`config.mk`:
```
export PLATFORM = sky130hd
export DESIGN_NAME = uart_cmd_decoder
export DESIGN_NICKNAME = d
export VERILOG_FILES = /design/src/rtl/uart_cmd_decoder.sv
export SDC_FILE = /design/constraint.sdc
export NUM_CORES = 1
export LEC_CHECK = 0
export BUFFER_PORTS_ARGS = -buffer_cell sky130_fd_sc_hd__buf_2
export CAP_MARGIN = 5
export CORE_ASPECT_RATIO = 1.1
export CORE_MARGIN = 2
export CORE_UTILIZATION = 48
export DETAILED_ROUTE_END_ITERATION = 10
export PLACE_DENSITY = 0.7
export RECOVER_POWER = 50
export SYNTH_ARGS = -nofsm -noshare
export SYNTH_HDL_FRONTEND = slang
export SYNTH_SLANG_ARGS = --single-unit
```
`constraint.sdc`:
```
create_clock -name clk -period 6.42 [get_ports clk]
set_input_delay 0.642 -clock clk [delete_from_list [all_inputs] [get_ports clk]]
set_output_delay 0.642 -clock clk [all_outputs]
set_load 0.02 [all_outputs]
```
`src/rtl/uart_cmd_decoder.sv`:
```
// uart_cmd_decoder: turns single ASCII command bytes from a UART receiver
// into stopwatch/watch control strobes. 'R' run/stop, 'C' clear, 'M' mode
// toggle, and "Thhmm" loads a time into the watch. Bad bytes, out-of-range
// times and stalled multi-byte commands pulse o_err.
module uart_cmd_decoder #(
  parameter int TIMEOUT_CLKS = 100_000_000
) (
  input  logic       clk,
  input  logic       rst,
  input  logic [7:0] rx_data,
  input  logic       rx_done,
  output logic       o_run_stop,
  output logic       o_clear,
  output logic       o_mode,
  output logic       o_set,
  output logic [4:0] o_set_hour,
  output logic [5:0] o_set_min,
  output logic       o_err
);

  // A one-clock timeout would give $clog2 of zero, so keep at least one bit.
  localparam int CW = (TIMEOUT_CLKS > 1) ? $clog2(TIMEOUT_CLKS) : 1;
  localparam logic [CW-1:0] TO_LAST = CW'(TIMEOUT_CLKS - 1);

  typedef enum logic [2:0] {
    IDLE,
    T_H1,
    T_H0,
    T_M1,
    T_M0
  } state_t;

  state_t      r_state, w_state;
  logic [CW-1:0] r_cnt, w_cnt;
  logic [3:0]  r_h1, r_h0, r_m1;
  logic [3:0]  w_h1, w_h0, w_m1;

  logic        w_runStop, w_clear, w_mode, w_set, w_err;
  logic [4:0]  w_setHour;
  logic [5:0]  w_setMin;

  logic        w_isDigit;
  logic [3:0]  w_digit;
  logic [6:0]  w_hourSum, w_minSum;

  // Digit decode; the low nibble of '0'..'9' is already the digit value.
  // The ones-minute digit is used straight from the bus since the command
  // completes in the same cycle it arrives.
  assign w_isDigit = (rx_data >= 8'h30) && (rx_data <= 8'h39);
  assign w_digit   = rx_data[3:0];
  assign w_hourSum = 7'(r_h1) * 7'd10 + 7'(r_h0);
  assign w_minSum  = 7'(r_m1) * 7'd10 + 7'(w_digit);

  // State, timeout counter, digit registers and all outputs are registered
  // together; reset wins over any coincident byte.
  always_ff @(posedge clk) begin
    if (rst) begin
      r_state    <= IDLE;
      r_cnt      <= '0;
      r_h1       <= '0;
      r_h0       <= '0;
      r_m1       <= '0;
      o_run_stop <= 1'b0;
      o_clear    <= 1'b0;
      o_mode     <= 1'b0;
      o_set      <= 1'b0;
      o_set_hour <= '0;
      o_set_min  <= '0;
      o_err      <= 1'b0;
    end else begin
      r_state    <= w_state;
      r_cnt      <= w_cnt;
      r_h1       <= w_h1;
      r_h0       <= w_h0;
      r_m1       <= w_m1;
      o_run_stop <= w_runStop;
      o_clear    <= w_clear;
      o_mode     <= w_mode;
      o_set      <= w_set;
      o_set_hour <= w_setHour;
      o_set_min  <= w_setMin;
      o_err      <= w_err;
    end
  end

  // Next-state and next-output decode. Pulses default low so each response
  // lasts exactly one cycle; a rejected byte in a time-set state is consumed
  // by the error and never reinterpreted as a fresh command.
  always_comb begin
    w_state   = r_state;
    w_cnt     = r_cnt;
    w_h1      = r_h1;
    w_h0      = r_h0;
    w_m1      = r_m1;
    w_runStop = 1'b0;
    w_clear   = 1'b0;
    w_mode    = o_mode;
    w_set     = 1'b0;
    w_err     = 1'b0;
    w_setHour = o_set_hour;
    w_setMin  = o_set_min;

    if (r_state == IDLE) begin
      w_cnt = '0;
      if (rx_done) begin
        case (rx_data)
          8'h52, 8'h72: w_runStop = 1'b1;
          8'h43, 8'h63: w_clear   = 1'b1;
          8'h4D, 8'h6D: w_mode    = ~o_mode;
          8'h54, 8'h74: w_state   = T_H1;
          8'h0D, 8'h0A: ;
          default:      w_err     = 1'b1;
        endcase
      end
    end else if (rx_done) begin
      w_cnt = '0;
      if (!w_isDigit) begin
        w_err   = 1'b1;
        w_state = IDLE;
      end else begin
        case (r_state)
          T_H1: begin
            w_h1    = w_digit;
            w_state = T_H0;
          end
          T_H0: begin
            w_h0    = w_digit;
            w_state = T_M1;
          end
          T_M1: begin
            w_m1    = w_digit;
            w_state = T_M0;
          end
          default: begin
            if ((w_hourSum <= 7'd23) && (w_minSum <= 7'd59)) begin
              w_set     = 1'b1;
              w_setHour = 5'(w_hourSum);
              w_setMin  = 6'(w_minSum);
            end else begin
              w_err = 1'b1;
            end
            w_state = IDLE;
          end
        endcase
      end
    end else if (r_cnt == TO_LAST) begin
      w_err   = 1'b1;
      w_state = IDLE;
      w_cnt   = '0;
    end else begin
      w_cnt = r_cnt + 1'b1;
    end
  end

endmodule

```
==> results_dict.tcl <==
set metrics [dict create \
    outcome "complete, no violations" \
    io_buffers 26 \
    hold_class "reg -> reg" \
    finalCritPeriodShare_pct 52.00 \
    place_area_sq_mm 0.003191 \
    dr.pass1.iters 4 \
    rsz0062_at_grt "false" \
    die_h_um 87.11 \
    synth.area.mux_share_pct 4.649 \
    cts-resized-gates 0 \
    synthAdderAreaFrac_pct 8.800 \
    fin_crit_ns 3.338 \
    cts_made_buffers 9 \
    slew_headroom_pct 24.74 \
    grt_use_total_pct 19.88 \
    cts_setup_buffers 0 \
    setup_violations 0 \
    synthCells 346 \
    synth_warnings 0 \
    grt_pass1_vias 2327 \
    area_growth_pct 11.58 \
    cp-start-kind "flop" \
    slowest_delay_ns 0.55 \
    syn-cell-area_sq_mm 0.003014 \
    dr.first_iter.drc_count 55 \
    ioPinCount 27 \
    dp_hpwl_um 4464 \
    synth_area_leaders "dfxtp_1 39%, nor2_1 7.2%, ha_1 5.8%" \
    async_flop_share_pct 0 \
    worstRegToRegCells 10 \
    synth_xor_area_share_pct 9.589 \
    dieArea_sq_mm 0.006930 \
    finalHoldWorstSlack_ns 0.4794 \
    initial_core_util_pct 49.26 \
    synth_top_family_by_area "simple AND/OR/NAND/NOR gates" \
    overflow 0 \
    clk_pin_slew_ns 0.07 \
    p_per_area_mw_per_mm2 216.6 \
    critPathCaptureType "flop" \
    crit_chain "ha_1 -> ha_1 -> inv_1 -> fa_1 -> nand2b_2 -> or4_4 -> a21oi_2 -> o311ai_1 -> or4_1 -> o21ai_1" \
    met3_length_um 203 \
    ys_ff_latch 58 \
    peakVddDrop_mv 0.1198 \
    fmax_ghz 0.2996 \
    routed.top_layer "met4" \
    holdBufCountCts 0 \
    crit_fanout 11 \
    min_path_cells 2 \
    cpMaxStageDelayCell "or4_1" \
    holdPathEnd "o_set_min[4]" \
    syn_avg_cell_area_sq_um 8.711 \
    synth.distinct_cells 45 \
    tightest_slew_ns 1.127 \
    yosysTopAreaCell "dfxtp_1" \
    hold_start "o_set_min[4]" \
    cts_tree "yes" \
    via_per_inst 5.435 \
    slew_violations 0 \
    vias 2473 \
    synth.net_count 375 \
    synth_compound_area_share_pct 10.05 \
    antenna_found_initial 0 \
    antenna_cells 0 \
    core_area_sq_mm 0.006118 \
    synth.top_cell.area_share_pct 38.52 \
    worst_clock_skew_ns 0.01088 \
    r2r-start "r_h1[1]" \
    num_rows 30 \
    critPathArrivalTime_ns 3.61 \
    wl_met1_um 2771 \
    worstSetupPathType "reg -> reg" \
    ys_seq_area_share_pct 38.52 \
    grt_max_degree 33 \
    gp_congestion 0.8518 \
    wl_met2_um 3067 \
    max_cap_violations 0 \
    synth_edf_count 0 \
    clk_latency_ns 0.34 \
    leakagePower_nw 1.215 \
    fin_nets 399 \
    die_width_um 79.56 \
    n_fill_cell 576 \
    critPathRequiredTime_ns 6.69 \
    synth-main-ff-cell "dfxtp_1" \
    finalHoldViolCount 0 \
    detail-route-antenna-nets 0 \
    worst_path_most_repeated_cell "ha_1" \
    synth_commonest_cells "58 x dfxtp_1, 58 x nor2_1, 24 x nand3_1" \
    r2r_setup_slack_ns 3.08 \
    finalInstanceArea_sq_mm 0.003363 \
    reg2reg_to "o_set_min[4]" \
    grt_pass1_wl_um 10630 \
    drc 0 \
    yosys.area_share.simple_pct 25.11 \
    clock_sinks 58 \
    drive_gt1_share_pct 7.733 \
    wl_um 6204 \
    wire_per_inst_um 13.64 \
    clock_path_buffers 2 \
    tns_ns 0 \
    h-tree-depth 3 \
    cts-root-buf "clkbuf_8" \
]
==> cells by family (layout without fill, tap and decap cells) <==
logic type,count (synthesis),after routing
mux,14,14
buf+inv,25,54
xor+xnor,33,33
fa+ha+maj,19,19
flops,58,58
compound gates,48,48
simple gates,149,149
==> stage by stage <==
step	util (%)	total power, W	cells	worst slack [ns]
2_1_floorplan	-	0.0003827	346	3.353
3_3_place_gp	52.15	0.0003918	439	3.142
3_5_place_dp	52.15	0.0003922	439	3.028
4_1_cts	55.48	0.0007354	455	3.085
5_1_grt	54.97	0.0007597	455	2.793
6_report	54.97	0.0007284	455	3.082
==> critical path, delay by kind of cell, from the launching register on <==
family                   cells  cell delay, ns
buffers and inverters        1            0.06
flip-flops                   1            0.42
AO/OA/AOI/OAI                3            0.56
adder cells (fa/ha/maj)      3            0.92
AND/OR/NAND/NOR              3            1.31
==> cell usage in the layout, fill, tap and decap left out, types with 6 or more instances in the layout <==
cell type   n
nor2_1     58
dfxtp_1    58
nand3_1    24
xor2_1     17
clkbuf_1   17
xnor2_1    16
o21ai_0    14
mux2i_1    14
a21oi_1    14
ha_1       14
nand2_1    13
inv_1      12
nand2b_1   11
clkbuf_8   11
buf_2       9
nand4_1     8
nor3_1      6
nor4_1      6
==> metal layers <==
| metal | up-vias | GRT usage, % |
|---|---|---|
| met3 | 15 | 6.432 |
| met2 | 29 | 32.62 |
| met5 | - | 0 |
| li1 | 1259 | - |
| met1 | 1170 | 23.21 |
| met4 | 0 | 10.03 |
==> worst max-delay path by stage <==
stage	from	cells past startpoint	slack, ns	end
final	r_h1[1]	10	3.08	o_set_min[4]
after global routing	r_m1[1]	10	2.79	o_set_hour[3]
after CTS	r_h1[1]	10	3.08	o_set_min[4]
after detailed placement	rx_data[1]	9	3.03	o_set_min[3]
after global placement	rx_data[1]	9	3.14	o_set_min[3]
after floorplan	r_h1[1]	11	3.35	o_set_min[4]
==> where the power goes <==
part | switching, W | internal, W
clock network | 0.000146 | 0.000198
logic | 0.0000157 | 0.00000781
registers | 0.000000203 | 0.000360
==> cell type report <==
| type | count | area [sq um] | area share, % |
|---|---|---|---|
| clock buffers | 11 | 151.4 | 4.501 |
| well taps | 80 | 100.1 | 2.976 |
| repair buffers | 26 | 108.9 | 3.237 |
| flip-flops and latches | 58 | 1161 | 34.52 |
| multi-input cells | 263 | 1744 | 51.86 |
| clock inverters | 5 | 52.55 | 1.562 |
| inverters | 12 | 45.04 | 1.339 |
==> registers in the layout (all words and copies together) (netlist names) <==
signal / count
r_cnt: 27
o_set_min: 6
o_set_hour: 5
r_h0: 4
r_h1: 4
r_m1: 4
r_state: 3
o_clear: 1
o_err: 1
o_mode: 1
o_run_stop: 1
o_set: 1
Power figures use the tool's default switching activity.
